`src/rtl/noc_pkg.sv`:
```
// Shared definitions for the ring NoC network-interface blocks.
//   NODE_ID_W    : width of a node id on the 4-node ring
//   DEST_MSB/LSB : destination field inside a 16-bit ring flit
//   PAYLOAD_MSB  : top bit of the payload field (payload ends at bit 0)
//   inj_state_t  : injector flow-control states
package noc_pkg;

  localparam int unsigned NODE_ID_W   = 2;
  localparam int unsigned FLIT_W      = 16;
  localparam int unsigned DEST_MSB    = FLIT_W - 1;
  localparam int unsigned DEST_LSB    = FLIT_W - NODE_ID_W;
  localparam int unsigned PAYLOAD_MSB = DEST_LSB - 1;

  typedef enum logic [1:0] {
    IDLE = 2'd0,
    SEND = 2'd1,
    HOLD = 2'd2,
    GAP  = 2'd3
  } inj_state_t;

endpackage

```
`src/rtl/noc_fifo.sv`:
```
// Synchronous FIFO holding pre-packed flits for the injector.
//   clk, reset : clock, asynchronous active-low reset
//   i_push     : write i_data (ignored when full)
//   i_pop      : drop the head entry (ignored when empty)
//   o_head     : current head entry
//   o_count    : occupancy, 0..DEPTH
//   o_full     : occupancy == DEPTH
//   o_empty    : occupancy == 0
module noc_fifo #(
  parameter int unsigned WIDTH    = 16,
  parameter int unsigned DEPTH    = 8,
  parameter int unsigned ADDWIDTH = 3
) (
  input  logic                clk,
  input  logic                reset,
  input  logic                i_push,
  input  logic [WIDTH-1:0]    i_data,
  input  logic                i_pop,
  output logic [WIDTH-1:0]    o_head,
  output logic [ADDWIDTH:0]   o_count,
  output logic                o_full,
  output logic                o_empty
);

  localparam logic [ADDWIDTH:0] DepthCnt = (ADDWIDTH + 1)'(DEPTH);

  logic [WIDTH-1:0]    r_mem [DEPTH];
  logic [ADDWIDTH-1:0] r_wptr;
  logic [ADDWIDTH-1:0] r_rptr;
  logic [ADDWIDTH:0]   r_count;
  logic                w_push;
  logic                w_pop;

  assign o_full  = (r_count == DepthCnt);
  assign o_empty = (r_count == '0);
  assign o_count = r_count;
  assign o_head  = r_mem[r_rptr];
  assign w_push  = i_push && !o_full;
  assign w_pop   = i_pop && !o_empty;

  // Storage needs no reset: reads are gated by the count.
  always_ff @(posedge clk) begin
    if (w_push) begin
      r_mem[r_wptr] <= i_data;
    end
  end

  // DEPTH is a power of two, so pointers wrap naturally.
  always_ff @(posedge clk or negedge reset) begin
    if (!reset) begin
      r_wptr  <= '0;
      r_rptr  <= '0;
      r_count <= '0;
    end else begin
      if (w_push) r_wptr <= r_wptr + 1'b1;
      if (w_pop)  r_rptr <= r_rptr + 1'b1;
      case ({w_push, w_pop})
        2'b10:   r_count <= r_count + 1'b1;
        2'b01:   r_count <= r_count - 1'b1;
        default: r_count <= r_count;
      endcase
    end
  end

endmodule

```
`src/rtl/noc_injector.sv`:
```
// Network interface feeding one local port of the 4-node ring NoC.
// Buffers {dest, payload} flits and injects them with a burst limit.
//   clk, reset       : clock, asynchronous active-low reset
//   in_valid/ready   : producer handshake; in_dest/in_data form the flit
//   write, dataOut   : registered strobe and flit to the NoC local port
//   full/almost_full : NoC local port flow control
//   fifo_count       : local FIFO occupancy
//   sent_count       : flits injected since reset, saturating
module noc_injector
  import noc_pkg::*;
#(
  parameter int unsigned          WIDTH     = 16,
  parameter int unsigned          DEPTH     = 8,
  parameter int unsigned          ADDWIDTH  = 3,
  parameter logic [NODE_ID_W-1:0] NODE_ID   = 2'b00,
  parameter int unsigned          MAX_BURST = 4
) (
  input  logic                   clk,
  input  logic                   reset,
  input  logic                   in_valid,
  output logic                   in_ready,
  input  logic [NODE_ID_W-1:0]   in_dest,
  input  logic [WIDTH-NODE_ID_W-1:0] in_data,
  output logic                   write,
  output logic [WIDTH-1:0]       dataOut,
  input  logic                   full,
  input  logic                   almost_full,
  output logic [ADDWIDTH:0]      fifo_count,
  output logic [15:0]            sent_count
);

  localparam logic [3:0] BurstMax = 4'(MAX_BURST);

  logic [WIDTH-1:0]  w_flit;
  logic [WIDTH-1:0]  w_head;
  logic [ADDWIDTH:0] w_count;
  logic              w_fifo_full;
  logic              w_empty;
  logic              w_push;
  logic              w_go;
  logic [3:0]        w_burst_inc;
  logic [3:0]        w_burst_d;
  inj_state_t        w_state_d;

  inj_state_t        r_state;
  logic [3:0]        r_burst;
  logic              r_write;
  logic [WIDTH-1:0]  r_data;
  logic [15:0]       r_sent;

  // FIFO full is exactly count == DEPTH; never depends on this cycle's pop.
  assign in_ready    = !w_fifo_full;
  assign w_push      = in_valid && in_ready;
  assign w_flit      = {in_dest, in_data};
  // almost_full stops us because write is registered; full is a backstop.
  assign w_go        = !w_empty && !full && !almost_full && (r_state != GAP);
  assign w_burst_inc = r_burst + 4'd1;

  noc_fifo #(
    .WIDTH    (WIDTH),
    .DEPTH    (DEPTH),
    .ADDWIDTH (ADDWIDTH)
  ) u_fifo (
    .clk     (clk),
    .reset   (reset),
    .i_push  (w_push),
    .i_data  (w_flit),
    .i_pop   (w_go),
    .o_head  (w_head),
    .o_count (w_count),
    .o_full  (w_fifo_full),
    .o_empty (w_empty)
  );

  always_comb begin
    w_state_d = r_state;
    w_burst_d = r_burst;
    if (w_go) begin
      if (w_burst_inc == BurstMax) begin
        w_state_d = GAP;
        w_burst_d = '0;
      end else begin
        w_state_d = SEND;
        w_burst_d = w_burst_inc;
      end
    end else begin
      case (r_state)
        IDLE: if (!w_empty) w_state_d = HOLD;
        SEND: begin
          if (w_empty) begin
            w_state_d = IDLE;
            w_burst_d = '0;
          end else begin
            w_state_d = HOLD;
          end
        end
        HOLD: w_state_d = HOLD;
        GAP:  w_state_d = w_empty ? IDLE : SEND;
        default: begin
          w_state_d = IDLE;
          w_burst_d = '0;
        end
      endcase
    end
  end

  always_ff @(posedge clk or negedge reset) begin
    if (!reset) begin
      r_state <= IDLE;
      r_burst <= '0;
      r_write <= 1'b0;
      r_data  <= '0;
      r_sent  <= '0;
    end else begin
      r_state <= w_state_d;
      r_burst <= w_burst_d;
      r_write <= w_go;
      if (w_go) r_data <= w_head;
      if (w_go && (r_sent != 16'hFFFF)) r_sent <= r_sent + 16'd1;
    end
  end

  assign write      = r_write;
  assign dataOut    = r_data;
  assign fifo_count = w_count;
  assign sent_count = r_sent;

  // Words addressed to this node take the normal path; the ring loops them back.
  a_local_accept: assert property (@(posedge clk) disable iff (!reset)
    (w_push && (in_dest == NODE_ID)) |=> (w_count != '0));

endmodule

```
`config.mk`:
```
export PLATFORM = sky130hd
export DESIGN_NAME = noc_injector
export DESIGN_NICKNAME = d
export VERILOG_FILES = /design/src/rtl/noc_pkg.sv /design/src/rtl/noc_fifo.sv /design/src/rtl/noc_injector.sv
export SDC_FILE = /design/constraint.sdc
export NUM_CORES = 1
export LEC_CHECK = 0
export ABC_AREA = 1
export ABC_CLOCK_PERIOD_IN_PS = 2100
export BUFFER_PORTS_ARGS = -buffer_cell sky130_fd_sc_hd__buf_4
export CAP_MARGIN = 20
export CORE_MARGIN = 2
export CORE_UTILIZATION = 30
export DETAILED_ROUTE_END_ITERATION = 7
export PLACE_DENSITY_LB_ADDON = 0.3
export SLEW_MARGIN = 20
export SYNTH_ARGS = -nofsm -noshare
export SYNTH_HDL_FRONTEND = slang
export SYNTH_SLANG_ARGS = --single-unit
```
`constraint.sdc`:
```
create_clock -name clk -period 2.1 [get_ports clk]
set_input_delay 0.105 -clock clk [delete_from_list [all_inputs] [get_ports clk]]
set_output_delay 0.105 -clock clk [all_outputs]
set_load 0.05 [all_outputs]
```
Word-level counts from Yosys, hierarchy flattened. Memories as Yosys holds them, arrays and structs flattened. A register that Yosys moved wholly into a read port is not among the register bits. Index checks and enable logic that the tools add are counted. W data, S select, Z words.

Muxes and demuxes: 13. Reduce and logical (&&, ||, !) cells: 18. Add/sub/neg operators: 6. Eq/ne operators: 10.

Operator list (number): $add A16 B1 Y16 const B (1); $mux W4 (4); $ne A16 B16 Y1 const B (1); $add A4 B1 Y4 const B (2); $mux W2 (4); $pmux W2 S4 (1); $pmux W4 S2 (1); $logic_and A1 B1 Y1 (7); $add A3 B1 Y3 const B (2); $eq A2 B2 Y1 const B (3); $reduce_bool A2 Y1 (3); $logic_not A1 Y1 (5); $eq A2 B1 Y1 const B (2); $eq A4 B3 Y1 const B (1); $eq A4 B4 Y1 const B (1); $logic_not A4 Y1 (1); $sub A4 B1 Y4 const B (1); $mux W1 (3); $ne A3 B2 Y1 const B (1); $logic_not A2 Y1 (1); $ne A2 B2 Y1 const B (1); $reduce_and A2 Y1 (1).

Memory bits (writable): 128. Register bits after elaboration: 33. Output and inout bits: 38. Input bits: 21. Logic and storage cells: 55. Memories kept: 1.

Memory list: u_fifo.r_mem (words 8, width 16, rd ports 1, clocked after Yosys merged registers in 1, write ports 1, RTL line noc_fifo.sv:27) `logic [WIDTH-1:0] r_mem [DEPTH];`.

Logic depth before layout (Yosys ltp).
Depth in word-level cells: 8. Gate-level depth with buffers: 12. Mapped depth without buffers: 11.

Hierarchy. Synthesis repeated with hierarchy kept, for this count alone.

Cell total of the unflattened synthesis: 892. Area, all modules: 8142.8 um^2.

Modules (own cells, without submodules): noc_fifo (cells each 634, instances 1, seq. area each 4093.9 um^2, area an instance 6112.1 um^2); noc_injector (cells each 258, instances 1, seq. area each 975.9 um^2, area an instance 2030.7 um^2).

Worst setup path after synthesis. OpenSTA, ideal clock, no wires.

Path kind: reg2reg. Start point: register u_fifo.r_count[2], in the netlist u_fifo.o_count[2]. End point: memory u_fifo.r_mem[4][0], enable pin. Period minus slack after synthesis: 2.914 ns. Arrival: 2.526 ns. Path buffers: 0. Data required time: 1.712 ns. Cell stages (with the launch flop): 6. Library setup time: 0.388 ns. Setup slack: -0.814 ns. Cell sequence: dfrtp_1 -> inv_2 -> nand3_1 -> nand2_1 -> or2_4 -> nor2_1.

Longest elaborated chain between the ends: 6.

Ends and longest elaborated chain: start, declared (RTL line noc_fifo.sv:30) `logic [ADDWIDTH:0] r_count;`; start signal, assigned (RTL line noc_fifo.sv:58) `2'b10: r_count <= r_count + 1'b1;`; start signal, assigned (RTL line noc_fifo.sv:59) `2'b01: r_count <= r_count - 1'b1;`; start signal, assigned (RTL line noc_fifo.sv:60) `default: r_count <= r_count;`; $eq A4 B4 Y1 (*) (RTL line noc_fifo.sv:34) `assign o_full = (r_count == DepthCnt);`; $logic_not A1 Y1 (*) (RTL line noc_injector.sv:52) `assign in_ready = !w_fifo_full;`; net in_ready (RTL line noc_injector.sv:21) `output logic in_ready,`; $logic_and A1 B1 Y1 (RTL line noc_injector.sv:53) `assign w_push = in_valid && in_ready;`; $logic_and A1 B1 Y1 (*) (RTL line noc_fifo.sv:38) `assign w_push = i_push && !o_full;`; $mux W1 (*) (RTL line noc_fifo.sv:43) `if (w_push) begin`; $mux W1 (not written as such) (*) (RTL line noc_fifo.sv:44) `r_mem[r_wptr] <= i_data;`; end, declared (RTL line noc_fifo.sv:27).

The timed path passes the listed nets; every way through them passes the cells marked *.

Worst setup path in the final report.
Start point: register u_fifo.r_count[1], in the netlist u_fifo.o_count[1]. End point: register u_fifo.r_count[2], in the netlist u_fifo.o_count[2].

Longest elaborated chain between the ends: 8. Elaborated cells between the ends (all ways): 16. Classes of those cells: add/sub: 2; eq/ne: 3; mux: 1; reduce/logical: 10.

Ends and longest elaborated chain: $logic_not A4 Y1 (*) (RTL line noc_fifo.sv:35) `assign o_empty = (r_count == '0);`; $logic_not A1 Y1 (*) (RTL line noc_fifo.sv:39, noc_injector.sv:56); $logic_and A1 B1 Y1 (3 in series) (RTL line noc_injector.sv:56) `assign w_go = !w_empty && !full && !almost_full && (r_state != GAP);`; $logic_and A1 B1 Y1 (*) (RTL line noc_fifo.sv:39) `assign w_pop = i_pop && !o_empty;`; net u_fifo.w_pop (RTL line noc_fifo.sv:32) `logic w_pop;`; $eq A2 B1 Y1 / $eq A2 B2 Y1 (equally long branches) (RTL line noc_fifo.sv:57) `case ({w_push, w_pop})`; $pmux W4 S2 / $reduce_bool A2 Y1 (equally long branches).

Marks and branches as above. A chain may end at the register's enable or synchronous reset.

==> metrics.yaml <==
timing:
  min_period_ps: 1940
  timing.hold.ws_ps: 280
  max_slew_margin_pct: 53.3
  timing.clock.skew_ps: 13.5
  finalCritPeriodShare_pct: 92.6
  worst_slew_pin_slew_ps: 701
  timing.setup.tns_ps: 0
  finalSetupViolCount: 0
  grt_setup_unrepaired: "false"
  hold_viol_final: 0
  slew_viol_final: 0
  max_clock_freq_mhz: 514
clocking:
  sink_count: 177
  clock-root-buffer: "sky130_fd_sc_hd__clkbuf_16"
  ctsLongestPathBuffers: 2
  cts_tree: "yes"
  clk_pin_slew_ps: 70
  numCtsBuffers: 17
  htree_levels: 4
  clkLatencyLatePin_ps: 420
outcome:
  outcome: "completed"
grt:
  grt_antenna_before_repair: 1
  grt_overflow: 0
  pin_count_of_the_biggest_net_entering_global_routing: 50
  via_count_of_the_first_global_routing_pass: 4920
  grt_pass1_wl_mm: 27.4
  total_grt_usage_pct: 13.7
worst_setup_path:
  critical_path_peak_fanout: 5
  timing.critical_path.to_type: "flop"
  setup.worst_path.class: "flop to flop"
  startpoint_type: "flop"
  data_required_time_at_the_worst_endpoint_ps: 2400
  critical_path_arrival_ps: 2240
floorplanning:
  io_pins: 59
  design.die.area_um2: 26400
  die-width_um: 162
  die_height_um: 162
  initial_utilization_pct: 30.8
  coreArea_um2: 24500
  floorplan.rows: 57
final_layout:
  layout-drive-gt1-share_pct: 18.5
  area.growth.synth_to_final_pct: 23.0
  num-nets-final: 821
  finish.utilization_pct: 37.8
  final_design_area_no_fill_um2: 9250
  most_common_cell_after_layout_fill_and_taps_aside: "sky130_fd_sc_hd__nor2_1"
  mostFrequentLayoutCells: "sky130_fd_sc_hd__nor2_1 (149), sky130_fd_sc_hd__edfxtp_1 (128), sky130_fd_sc_hd__nand2_1 (117)"
synthesis:
  syn_area_um2: 7520
  ys.warnings.count: 0
  seq_area_frac_synth_pct: 67.4
  postSynthNetCount: 732
  synth.distinct_cells: 32
  postSynthRegisterBits: 177
  synth_cells: 703
  post_synth.cell_area_avg_um2: 10.7
placement:
  dp_hpwl_mm: 10.3
  place.port_buffers: 58
  place_congestion: 0.729
  placed_area_um2: 8440
power:
  ir_drop_uv: 666
  report.power.total_mw: 13.2
  leakagePower_nw: 3.60
  cellPowerDensity_nw_per_um2: 1430
route:
  first_iter_violations: 338
  routed_via_density: 4.55
  antenna_violating_nets_post_route: 0
  number_of_search_and_repair_iterations_in_the_first_detailed_routing_pass: 5
  routed_wirelength_mm: 17.5
  via_count: 5132
  avgRoutedWirePerCell_um: 15.5
  remaining_drc_errors: 0
run:
  number_of_maximum_capacitance_constraint_violations: 0
min_path:
  hold_class: "primary input to asynchronous set/reset pin"
synth_stat cells (all sizes together):
| cell | instances | area share (%) |
|---|---|---|
| nand2 | 120 | 6.1 |
| xnor2 | 2 | 0.23 |
| a21boi | 1 | 0.10 |
| clkbuf | 9 | 0.45 |
| inv | 31 | 1.5 |
| a21oi | 3 | 0.20 |
| nor2 | 159 | 8.2 |
| edfxtp | 128 | 51 |
| nand3 | 73 | 5.1 |
| a31oi | 1 | 0.083 |
| o21ai | 79 | 5.6 |
| nand3b | 1 | 0.10 |
| nor3 | 1 | 0.066 |
| dfrtp | 49 | 16 |
| ha | 8 | 1.3 |
| clkinv | 1 | 0.050 |
| buf | 21 | 1.7 |
| nand4 | 3 | 0.25 |
| or2 | 1 | 0.12 |
| xor2 | 12 | 1.4 |
worst max-delay path, cell delays in order (launching register included):
cell and delay (ps):
sky130_fd_sc_hd__dfrtp_2 450, sky130_fd_sc_hd__nor2_4 170, sky130_fd_sc_hd__nand3_4 130, sky130_fd_sc_hd__nand2_8 90
sky130_fd_sc_hd__inv_1 50, sky130_fd_sc_hd__ha_2 210, sky130_fd_sc_hd__xor2_2 180, sky130_fd_sc_hd__ha_2 170
sky130_fd_sc_hd__a21oi_2 120, sky130_fd_sc_hd__xor2_1 150, sky130_fd_sc_hd__o21ai_0 90
kinds of logic after synthesis:
| group | after synthesis | synth area share, % |
|---|---|---|
| AO/OA/AOI/OAI | 84 | 5.99 |
| adder cells (fa/ha/maj) | 8 | 1.33 |
| XOR/XNOR | 14 | 1.63 |
| AND/OR/NAND/NOR | 358 | 19.9 |
| buffers and inverters | 62 | 3.71 |
| flip-flops | 177 | 67.4 |
path summary, 6_finish.rpt:
| path | slack, ps | depth (start not counted) | endpoint | start |
|---|---|---|---|---|
| max in group asynchronous | 1310 | 2 | u_fifo.r_rptr[0] | reset |
| worst min-delay path | 280 | 2 | u_fifo.o_count[0] | reset |
| worst max register to register | 160 | 10 | u_fifo.o_count[2] | u_fifo.o_count[1] |
| worst max-delay path | 160 | 10 | u_fifo.o_count[2] | u_fifo.o_count[1] |
| min in group clk | 320 | 7 | r_burst[0] | almost_full |
| worst min register to register | 480 | 2 | dataOut[11] | dataOut[11] |
metrics by stage:
step | setup WS, ps | std cells
final | 155 | 1129
after global routing | 16.1 | 1128
after CTS | 33.8 | 1125
after detailed placement | 50.6 | 1076
after global placement | 134 | 1076
after floorplan | -28.8 | 703
metal layers:
metal	wire length, µm	global-route usage [%]
met5	0	0
met4	151	3.10
met3	878	3.21
met2	8320	22.1
met1	8190	18.8
state kept, by name, indices dropped and copies added, names as in the netlist:
name	count
u_fifo.r_mem	128
u_fifo.r_rptr	3
sent_count	16
r_state	2
dataOut	16
r_burst	4
u_fifo.r_wptr	3
write	1
u_fifo.o_count	4
final cells by class:
cell class,count,area (µm²)
clock inverters,10,128
repair buffers,100,833
fillers,2377,15200
well taps,324,405
multi-input cells,464,2230
inverters,32,120
diodes,1,2.50
flip-flops and latches,177,5080
clock buffers,21,460
repair_timing:
item / 4_1_cts / 5_1_grt
setup buffers: 0 / 3
hold endpoints to repair: 178 / 0
endpoints found under the setup margin: 0 / 1
resized for setup: 0 / 2
hold buffers: 18 / 0
power by group:
part	switching (mW)	internal (mW)
sequential	0.462	4.53
clock	1.34	1.83
combinational	3.44	1.60
total	5.25	7.96
No activity file was read; power rests on OpenSTA's default activity.
